**src/rtl/barrier_bus_initiator.sv**
```systemverilog
// Core-side barrier initiator: turns configure / arrive / read-status commands into
// single-outstanding req/gnt/r_valid bus transactions and waits for the barrier event.
module barrier_bus_initiator #(
  parameter int unsigned            NB_CORES   = 8,
  parameter int unsigned            ADDR_WIDTH = 32,
  parameter logic [ADDR_WIDTH-1:0]  BASE_ADDR  = {ADDR_WIDTH{1'b0}},
  parameter int unsigned            CORE_ID    = 0,
  parameter int unsigned            TIMEOUT_W  = 16
) (
  input  logic                  clk_i,
  input  logic                  rst_ni,
  input  logic                  cmd_valid_i,
  output logic                  cmd_ready_o,
  input  logic [1:0]            cmd_op_i,
  input  logic [NB_CORES-1:0]   cmd_trig_mask_i,
  input  logic [NB_CORES-1:0]   cmd_tgt_mask_i,
  input  logic [TIMEOUT_W-1:0]  cmd_timeout_i,
  output logic                  rsp_valid_o,
  output logic [NB_CORES-1:0]   rsp_data_o,
  output logic                  rsp_error_o,
  input  logic                  barrier_event_i,
  output logic                  bus_req_o,
  output logic [ADDR_WIDTH-1:0] bus_add_o,
  output logic                  bus_wen_o,
  output logic [31:0]           bus_wdata_o,
  output logic [3:0]            bus_be_o,
  input  logic                  bus_gnt_i,
  input  logic                  bus_r_valid_i,
  input  logic [31:0]           bus_r_rdata_i
);

  localparam logic [ADDR_WIDTH-1:0] ADDR_TRIG_MASK = BASE_ADDR + ADDR_WIDTH'(32'h00);
  localparam logic [ADDR_WIDTH-1:0] ADDR_STATUS    = BASE_ADDR + ADDR_WIDTH'(32'h04);
  localparam logic [ADDR_WIDTH-1:0] ADDR_TGT_MASK  = BASE_ADDR + ADDR_WIDTH'(32'h0C);
  localparam logic [ADDR_WIDTH-1:0] ADDR_TRIGGER   = BASE_ADDR + ADDR_WIDTH'(32'h10);
  localparam logic [NB_CORES-1:0]   ARRIVE_MASK    = {{(NB_CORES-1){1'b0}}, 1'b1} << CORE_ID;
  localparam logic [TIMEOUT_W-1:0]  CNT_ONE        = {{(TIMEOUT_W-1){1'b0}}, 1'b1};

  typedef enum logic [2:0] {
    ST_IDLE, ST_CFG_TRIG, ST_CFG_TGT, ST_ARRIVE, ST_WAIT_EVT, ST_RD, ST_RESP
  } state_e;

  function automatic logic [31:0] mask_to_word(input logic [NB_CORES-1:0] mask);
    logic [31:0] word;
    word = 32'h0;
    word[NB_CORES-1:0] = mask;
    return word;
  endfunction

  state_e                  state_r, state_n;
  logic                    cmd_ready_r, cmd_ready_n;
  logic                    rsp_valid_r, rsp_valid_n;
  logic [NB_CORES-1:0]     rsp_data_r, rsp_data_n;
  logic                    rsp_error_r, rsp_error_n;
  logic                    bus_req_r, req_n;
  logic [ADDR_WIDTH-1:0]   bus_add_r, add_n;
  logic                    bus_wen_r, wen_n;
  logic [31:0]             bus_wdata_r, wdata_n;
  logic                    gnt_seen_r, gnt_seen_n;
  logic                    latch_r, latch_n;
  logic [TIMEOUT_W-1:0]    cnt_r, cnt_n;
  logic [TIMEOUT_W-1:0]    timeout_r, timeout_n;
  logic [NB_CORES-1:0]     tgt_r, tgt_n;
  logic                    done_s;
  logic                    armed_s;
  logic                    rdata_unused_s;

  assign rdata_unused_s = ^bus_r_rdata_i[31:NB_CORES];

  assign cmd_ready_o = cmd_ready_r;
  assign rsp_valid_o = rsp_valid_r;
  assign rsp_data_o  = rsp_data_r;
  assign rsp_error_o = rsp_error_r;
  assign bus_req_o   = bus_req_r;
  assign bus_add_o   = bus_add_r;
  assign bus_wen_o   = bus_wen_r;
  assign bus_wdata_o = bus_wdata_r;
  assign bus_be_o    = 4'hF;

  // Next-state, bus handshake, event latch and response generation.
  always_comb begin
    state_n     = state_r;
    rsp_valid_n = 1'b0;
    rsp_data_n  = rsp_data_r;
    rsp_error_n = rsp_error_r;
    req_n       = bus_req_r;
    add_n       = bus_add_r;
    wen_n       = bus_wen_r;
    wdata_n     = bus_wdata_r;
    gnt_seen_n  = gnt_seen_r;
    latch_n     = latch_r;
    cnt_n       = cnt_r;
    timeout_n   = timeout_r;
    tgt_n       = tgt_r;
    armed_s     = 1'b0;
    // r_valid only counts once the grant has been seen in an earlier cycle
    done_s      = gnt_seen_r & bus_r_valid_i;

    if (bus_req_r && bus_gnt_i) begin
      req_n      = 1'b0;
      gnt_seen_n = 1'b1;
    end else begin
      req_n = bus_req_r;
    end

    // The latch arms in the arrive grant cycle and stays armed through the wait.
    if ((state_r == ST_ARRIVE && (gnt_seen_r || (bus_req_r && bus_gnt_i))) ||
        state_r == ST_WAIT_EVT) begin
      armed_s = 1'b1;
    end else begin
      armed_s = 1'b0;
    end
    if (armed_s && barrier_event_i) begin
      latch_n = 1'b1;
    end else begin
      latch_n = latch_r;
    end

    case (state_r)
      ST_IDLE: begin
        if (cmd_valid_i) begin
          tgt_n      = cmd_tgt_mask_i;
          timeout_n  = cmd_timeout_i;
          gnt_seen_n = 1'b0;
          case (cmd_op_i)
            2'b00: begin
              state_n = ST_CFG_TRIG;
              req_n   = 1'b1;
              add_n   = ADDR_TRIG_MASK;
              wen_n   = 1'b0;
              wdata_n = mask_to_word(cmd_trig_mask_i);
            end
            2'b01: begin
              state_n = ST_ARRIVE;
              req_n   = 1'b1;
              add_n   = ADDR_TRIGGER;
              wen_n   = 1'b0;
              wdata_n = mask_to_word(ARRIVE_MASK);
            end
            2'b10: begin
              state_n = ST_RD;
              req_n   = 1'b1;
              add_n   = ADDR_STATUS;
              wen_n   = 1'b1;
              wdata_n = 32'h0;
            end
            default: begin
              state_n     = ST_RESP;
              rsp_valid_n = 1'b1;
              rsp_error_n = 1'b1;
              rsp_data_n  = {NB_CORES{1'b0}};
            end
          endcase
        end else begin
          state_n = ST_IDLE;
        end
      end
      ST_CFG_TRIG: begin
        if (done_s) begin
          state_n    = ST_CFG_TGT;
          req_n      = 1'b1;
          add_n      = ADDR_TGT_MASK;
          wen_n      = 1'b0;
          wdata_n    = mask_to_word(tgt_r);
          gnt_seen_n = 1'b0;
        end else begin
          state_n = ST_CFG_TRIG;
        end
      end
      ST_CFG_TGT: begin
        if (done_s) begin
          state_n     = ST_RESP;
          rsp_valid_n = 1'b1;
          rsp_error_n = 1'b0;
          rsp_data_n  = {NB_CORES{1'b0}};
        end else begin
          state_n = ST_CFG_TGT;
        end
      end
      ST_ARRIVE: begin
        if (done_s) begin
          state_n = ST_WAIT_EVT;
          cnt_n   = {TIMEOUT_W{1'b0}};
        end else begin
          state_n = ST_ARRIVE;
        end
      end
      ST_WAIT_EVT: begin
        // An event in the expiry cycle takes priority over the timeout.
        if (barrier_event_i || latch_r) begin
          state_n     = ST_RESP;
          rsp_valid_n = 1'b1;
          rsp_error_n = 1'b0;
          rsp_data_n  = {NB_CORES{1'b0}};
        end else if (timeout_r != {TIMEOUT_W{1'b0}} && cnt_r == timeout_r - CNT_ONE) begin
          state_n     = ST_RESP;
          rsp_valid_n = 1'b1;
          rsp_error_n = 1'b1;
          rsp_data_n  = {NB_CORES{1'b0}};
        end else begin
          cnt_n = cnt_r + CNT_ONE;
        end
      end
      ST_RD: begin
        if (done_s) begin
          state_n     = ST_RESP;
          rsp_valid_n = 1'b1;
          rsp_error_n = 1'b0;
          rsp_data_n  = bus_r_rdata_i[NB_CORES-1:0];
        end else begin
          state_n = ST_RD;
        end
      end
      ST_RESP: begin
        state_n = ST_IDLE;
        latch_n = 1'b0;
      end
      default: begin
        state_n = ST_IDLE;
      end
    endcase

    cmd_ready_n = (state_n == ST_IDLE);
  end

  // State and registered outputs.
  always_ff @(posedge clk_i or negedge rst_ni) begin
    if (!rst_ni) begin
      state_r     <= ST_IDLE;
      cmd_ready_r <= 1'b1;
      rsp_valid_r <= 1'b0;
      rsp_data_r  <= {NB_CORES{1'b0}};
      rsp_error_r <= 1'b0;
      bus_req_r   <= 1'b0;
      bus_add_r   <= {ADDR_WIDTH{1'b0}};
      bus_wen_r   <= 1'b1;
      bus_wdata_r <= 32'h0;
      gnt_seen_r  <= 1'b0;
      latch_r     <= 1'b0;
      cnt_r       <= {TIMEOUT_W{1'b0}};
      timeout_r   <= {TIMEOUT_W{1'b0}};
      tgt_r       <= {NB_CORES{1'b0}};
    end else begin
      state_r     <= state_n;
      cmd_ready_r <= cmd_ready_n;
      rsp_valid_r <= rsp_valid_n;
      rsp_data_r  <= rsp_data_n;
      rsp_error_r <= rsp_error_n;
      bus_req_r   <= req_n;
      bus_add_r   <= add_n;
      bus_wen_r   <= wen_n;
      bus_wdata_r <= wdata_n;
      gnt_seen_r  <= gnt_seen_n;
      latch_r     <= latch_n;
      cnt_r       <= cnt_n;
      timeout_r   <= timeout_n;
      tgt_r       <= tgt_n;
    end
  end

endmodule

```
**config.mk**
```make
export PLATFORM = sky130hd
export DESIGN_NAME = barrier_bus_initiator
export DESIGN_NICKNAME = d
export VERILOG_FILES = /design/src/rtl/barrier_bus_initiator.sv
export SDC_FILE = /design/constraint.sdc
export NUM_CORES = 1
export LEC_CHECK = 0
export ABC_AREA = 0
export BUFFER_PORTS_ARGS = -buffer_cell sky130_fd_sc_hd__buf_4
export CORE_MARGIN = 1.5
export CORE_UTILIZATION = 45
export DETAILED_ROUTE_END_ITERATION = 16
export PLACE_DENSITY = 0.72
export SYNTH_ARGS = -nofsm -noshare
export SYNTH_HDL_FRONTEND = slang
export SYNTH_SLANG_ARGS = --single-unit
```
**constraint.sdc**
```tcl
create_clock -name clk_i -period 6.3 [get_ports clk_i]
set_input_delay 1.26 -clock clk_i [delete_from_list [all_inputs] [get_ports clk_i]]
set_output_delay 1.26 -clock clk_i [all_outputs]
set_load 0.02 [all_outputs]
```
Yosys cells after proc, flatten, opt, wreduce, memory -nomap -nowiden. Index checks and enable logic that the tools add are counted.

Flip-flop bits (word level): 122. Input port bits: 72. Output and inout port bits: 81. Logic and storage cells: 118.

Add/subtract/negate cells: 2. Eq/ne operators: 21. Multiplexer cells: 55. Bitwise logic cells: 1. Reductions and logical operators: 25.

Operator list (number): 32-bit case mux with 3 select lines (2); 32-bit two-way mux (4); 32-bit case mux with 2 select lines (2); 16-bit two-way mux (3); 8-bit two-way mux (6); 16-bit case mux with 2 select lines (1); 8-bit case mux with 4 select lines (1); 1-bit two-way mux (21); 3-bit case mux with 6 select lines (1); 16-bit by 1-bit adder with 16-bit output, second input constant (1); 16-bit == test (1); 2-bit inequality test, second input constant (8); 16-bit nonzero test (1); 16-bit by 1-bit subtractor with 16-bit output, second input constant (1); 3-bit two-way mux (5); 4-bit AND reduction (3); 3-bit == test, second input constant (3); 3-bit case mux with 3 select lines (1); 1-bit case mux with 2 select lines (4); 3-bit by 2-bit == test with 1-bit output, second input constant (2); 3-bit zero test (2); 1-bit case mux with 3 select lines (2); 6-bit AND reduction (1); 2-bit nonzero test (3); 18 further kinds (25).

Depth between registers and ports, before layout.
Depth in word-level cells: 8. Gate-level depth with buffers: 11. Gate-level depth less buffers: 9.

Worst setup path after synthesis. No wires, ideal clock.

Path kind: reg2reg. From: register timeout_r[0]. To: register cnt_r[1]. Setup time: 0.120 ns. Arrival time: 2.520 ns. Data required time: 6.180 ns. Setup slack: 3.661 ns. Stages on the path, launching flop included: 11. Buffers on the path: 1. Cell sequence: dfrtp_1 inv_1 ha_1 or3b_1 or3_1 a31o_2 a211oi_1 o2111ai_1 buf_2 and3_1 a31o_1.

Word-level cells in the longest chain between the ends: 5. Elaborated cells on any way between the ends: 6. Those cells by class: 1 x add/sub; 2 x eq/ne; 3 x reduce/logical.

RTL lines: start, declared (line 62) `logic [TIMEOUT_W-1:0] timeout_r, timeout_n;`; start signal, assigned (line 241) `timeout_r <= {TIMEOUT_W{1'b0}};`; start signal, assigned (line 256) `timeout_r <= timeout_n;`; 16-bit by 1-bit subtractor with 16-bit output (line 195) `end else if (timeout_r != {TIMEOUT_W{1'b0}} && cnt_r == timeout_r - CNT_ONE) begin`; 16-bit == test (line 195); 1-bit logical AND (*) (line 195); 2-bit inequality test (no source line) (*); 4-bit AND reduction (no source line) (*); end signal, assigned (line 240) `cnt_r <= {TIMEOUT_W{1'b0}};`; end signal, assigned (line 255) `cnt_r <= cnt_n;`; end, declared (line 61) `logic [TIMEOUT_W-1:0] cnt_r, cnt_n;`.

Every way passes the cells marked *; elsewhere a longest branch is shown, timed or not. A chain may end at the register's enable or synchronous reset.

Worst setup path in the final report.
From: register timeout_r[0]. To: register rsp_valid_r (netlist: rsp_valid_o).

Word-level cells in the longest chain between the ends: 6. Elaborated cells on any way between the ends: 7. Those cells by class: 1 x add/sub; 1 x eq/ne; 3 x mux; 2 x reduce/logical.

RTL lines: 16-bit by 1-bit subtractor with 16-bit output (line 195); 16-bit == test (line 195); 1-bit logical AND (*) (line 195); 1-bit two-way mux (*) (line 195); 1-bit two-way mux (*) (line 190) `if (barrier_event_i || latch_r) begin`; 1-bit case mux with 3 select lines (*) (line 119) `case (state_r)`; named net rsp_valid_n (line 52) `logic rsp_valid_r, rsp_valid_n;`; end signal, assigned (line 246) `rsp_valid_r <= rsp_valid_n;`; end, declared (line 52).

Mark *: on every way through the listed nets, which the timed path passes. The rest lies on a longest branch.

==> flow_metrics.env <==
export IMPL_drive_above_1_share_pct=23.58
export IMPL_grt_max_degree=70
export IMPL_root_buffer="clkbuf_8"
export IMPL_postCtsResizedCells=0
export IMPL_period_share_pct=48.43
export IMPL_nets=603
export IMPL_cp_data_required_time_ns=6.53
export IMPL_placed_cell_area_um2=4735
export IMPL_setup_viol=0
export IMPL_timing_setup_tns_ns=0
export IMPL_floorplan_initialDensity_pct=46.67
export IMPL_antenna_left=0
export IMPL_portBuffers=71
export IMPL_final_setup_skew_ns=0.01242
export IMPL_htree_num_levels=3
export IMPL_rows=35
export IMPL_yosysWarnings=0
export IMPL_status="complete, no violations"
export IMPL_postCtsHoldBufs=0
export IMPL_fin_crit_ns=3.051
export IMPL_crit_top_cell="a21oi_1"
export IMPL_path_max_fanout=20
export IMPL_synth_async_sr_flop_share_pct=100.0
export IMPL_dr_total_vias=3510
export IMPL_cts_setup_buffers=0
export IMPL_syn_inst=466
export IMPL_drtIter0Drc=161
export IMPL_grt_pass1_wl_mm=15.17
export IMPL_rsz0062_at_grt="no"
export IMPL_path_class="flop to flop"
export IMPL_start_kind="flop"
export IMPL_cts_tree="built"
export IMPL_leakage_nw=2.227
export IMPL_postSynthAreaPerCell_um2=9.341
export IMPL_n_antenna_cell=0
export IMPL_hold_viol=0
export IMPL_cp_arrival_ns=3.28
export IMPL_post_drt_wl_per_cell_um=14.34
export IMPL_dr_pass1_iters=5
export IMPL_wirelength_mm=9.447
export IMPL_synth_area_top_cells="dfrtp_1 39%, buf_4 9.8%, mux2_2 5.4%"
export IMPL_maxSlewViolCount=0
export IMPL_cts_buffer_depth=2
export IMPL_cts_inserted_buffers=9
export IMPL_syn_area_um2=4353
export IMPL_crit_buf_inv=2
export IMPL_grtUsageTotal_pct=18.81
export IMPL_synth_cell_types=60
export IMPL_final_area_um2=4933
export IMPL_synthFlopType="dfrtp_1"
export IMPL_path_delay_family="simple AND/OR/NAND/NOR gates"
export IMPL_antenna_found_initial=0
export IMPL_worstSetupEndpointType="flop"
export IMPL_hold_path_class="flop to flop"
export IMPL_dp_hpwl_mm=6.727
export IMPL_synth_top_area_cell="dfrtp_1"
export IMPL_core_area_um2=9328
export IMPL_dieHeight_um=101.4
export IMPL_ys_seq_area_share_pct=39.72
export IMPL_crit_path_top_delay_cell="or4_1"
export IMPL_grt_ovfl_total=0
export IMPL_die_area_um2=10270
export IMPL_io_pins=153
export IMPL_route_detailed_drc=0
export IMPL_slew_headroom_pct=21.79
export IMPL_synth_top_area_share_pct=38.52
export IMPL_place_congestion=0.8209
export IMPL_crit_path_max_incr_delay_ns=0.53
export IMPL_maxCapViolCount=0
export IMPL_worstMarginPinSlew_ns=1.167
export IMPL_area_growth_pct=13.34
export IMPL_synth_seq_cells=69
export IMPL_path_cells="inv_1 -> ha_1 -> or3b_1 -> nor4_1 -> mux2i_1 -> a21oi_1 -> o2111ai_1 -> buf_4 -> a21oi_1 -> or4_1"
export IMPL_fill_cells=862
export IMPL_clock_latency_ns=0.36
export IMPL_clk_pin_slew_ns=0.08
export IMPL_synth_edf_count=0
export IMPL_cts_sinks=69
export IMPL_vias_per_cell=5.326
export IMPL_fmax_mhz=327.8
export IMPL_grt_pass1_vias=3298
export IMPL_ir_worst_vdd_mv=0.2328
export IMPL_power_density_nw_per_um2=437.0
export IMPL_die_w_um=101.4
[registers in the layout, indices dropped and copies added, names as in the netlist]
name	count
cmd_ready_o	1
cnt_r	16
rsp_valid_o	1
rsp_data_o	8
timeout_r	16
gnt_seen_r	1
rsp_error_o	1
state_r	3
bus_wdata_o	8
bus_req_o	1
bus_wen_o	1
bus_add_o	3
tgt_r	8
latch_r	1
[where the power goes]
group | total, mW | switching, mW | internal, mW
Combinational | 0.934 | 0.509 | 0.425
Sequential | 0.854 | 0.223 | 0.630
Clock | 0.368 | 0.182 | 0.186
Total | 2.16 | 0.914 | 1.24
[placed cells by master (no fill, tap or decap), drive strengths merged, types with 3 or more instances in the layout]
cell,count
a21oi,29
o21ai,15
nand4,18
xor2,10
buf,74
and4,3
dfrtp,67
nor3b,9
or3,4
o31a,3
a32oi,8
ha,6
nand3,12
o22ai,4
o31ai,6
clkbuf,10
inv,15
or4,8
nand2,38
nor2,26
and3,5
mux2,21
xnor2,7
nor3,12
nor4,6
mux2i,10
conb,57
nand2b,9
[Yosys cell counts (7+ instances only)]
library cell  number
a21oi_1           29
a32oi_1            8
buf_4             57
clkbuf_1          16
dfrtp_1           67
inv_1             13
mux2_2            21
mux2i_1           10
nand2_1           38
nand2b_1           9
nand3_1           12
nand4_1           18
nor2_1            26
nor3_1            11
nor3b_1            9
o21ai_0           15
xnor2_1            7
xor2_1            10
[cell families (layout without fill, tap and decap cells)]
group                      after synthesis  count (layout)  synth area share (%)
AOI/OAI and AO/OA                       85              85                 12.88
xor gates and xnor gates                17              17                 3.420
adders and majority gates                6               6                 1.725
buffers and inverters                   94             103                 13.80
DFF                                     69              69                 39.72
muxes                                   31              31                 7.732
other                                    2              57                0.1725
and+or+nand+nor                        162             162                 20.55
[metrics by stage]
step / std cells / worst slack, ns / util, % / power (mW) / hold slack, ns
after global routing: 659 / 3.014 / 52.89 / 2.304 / 0.5397
after detailed placement: 643 / 3.295 / 50.76 / 1.788 / 0.4751
after global placement: 643 / 3.346 / 50.76 / 1.747 / 0.4775
final: 659 / 3.249 / 52.89 / 2.156 / 0.4998
after floorplan: 521 / 3.661 / - / 1.524 / 0.4806
after CTS: 659 / 3.249 / 52.89 / 2.168 / 0.5013
[area by class of cell]
cell class	instances	area, um^2	share of cell area (%)
multi-input cells	358	2240	45.40
flip-flops and latches	69	1729	35.05
repair buffers	74	555.5	11.26
well taps	129	161.4	3.272
clock buffers	10	127.6	2.587
clock inverters	6	71.32	1.446
inverters	13	48.80	0.9891
[layer usage]
metal  wire length, um  vias up  GRT usage [%]
met4               148        0          5.449
met3               694       17          6.694
li1                  -     1678              -
met1              4066     1690          21.95
met2              4537      125          32.63
met5                 0        -              0
[worst paths after layout]
check / cells past startpoint / startpoint / endpoint / slack, ns
max: 10 / timeout_r[0] / rsp_valid_o / 3.25
min in group asynchronous: 1 / rst_ni / timeout_r[7] / 1.01
min: 2 / bus_wen_o / bus_wen_o / 0.50
max in group asynchronous: 1 / rst_ni / bus_add_o[4] / 4.73
min reg2reg: 2 / bus_wen_o / bus_wen_o / 0.50
max reg2reg: 10 / timeout_r[0] / rsp_valid_o / 3.25
[worst min-delay path, stage by stage, from the launching register on]
cell	delay [ns]
dfstp_2	0.38
inv_1	0.04
o21ai_0	0.08
(Power assumes the default switching activity.)
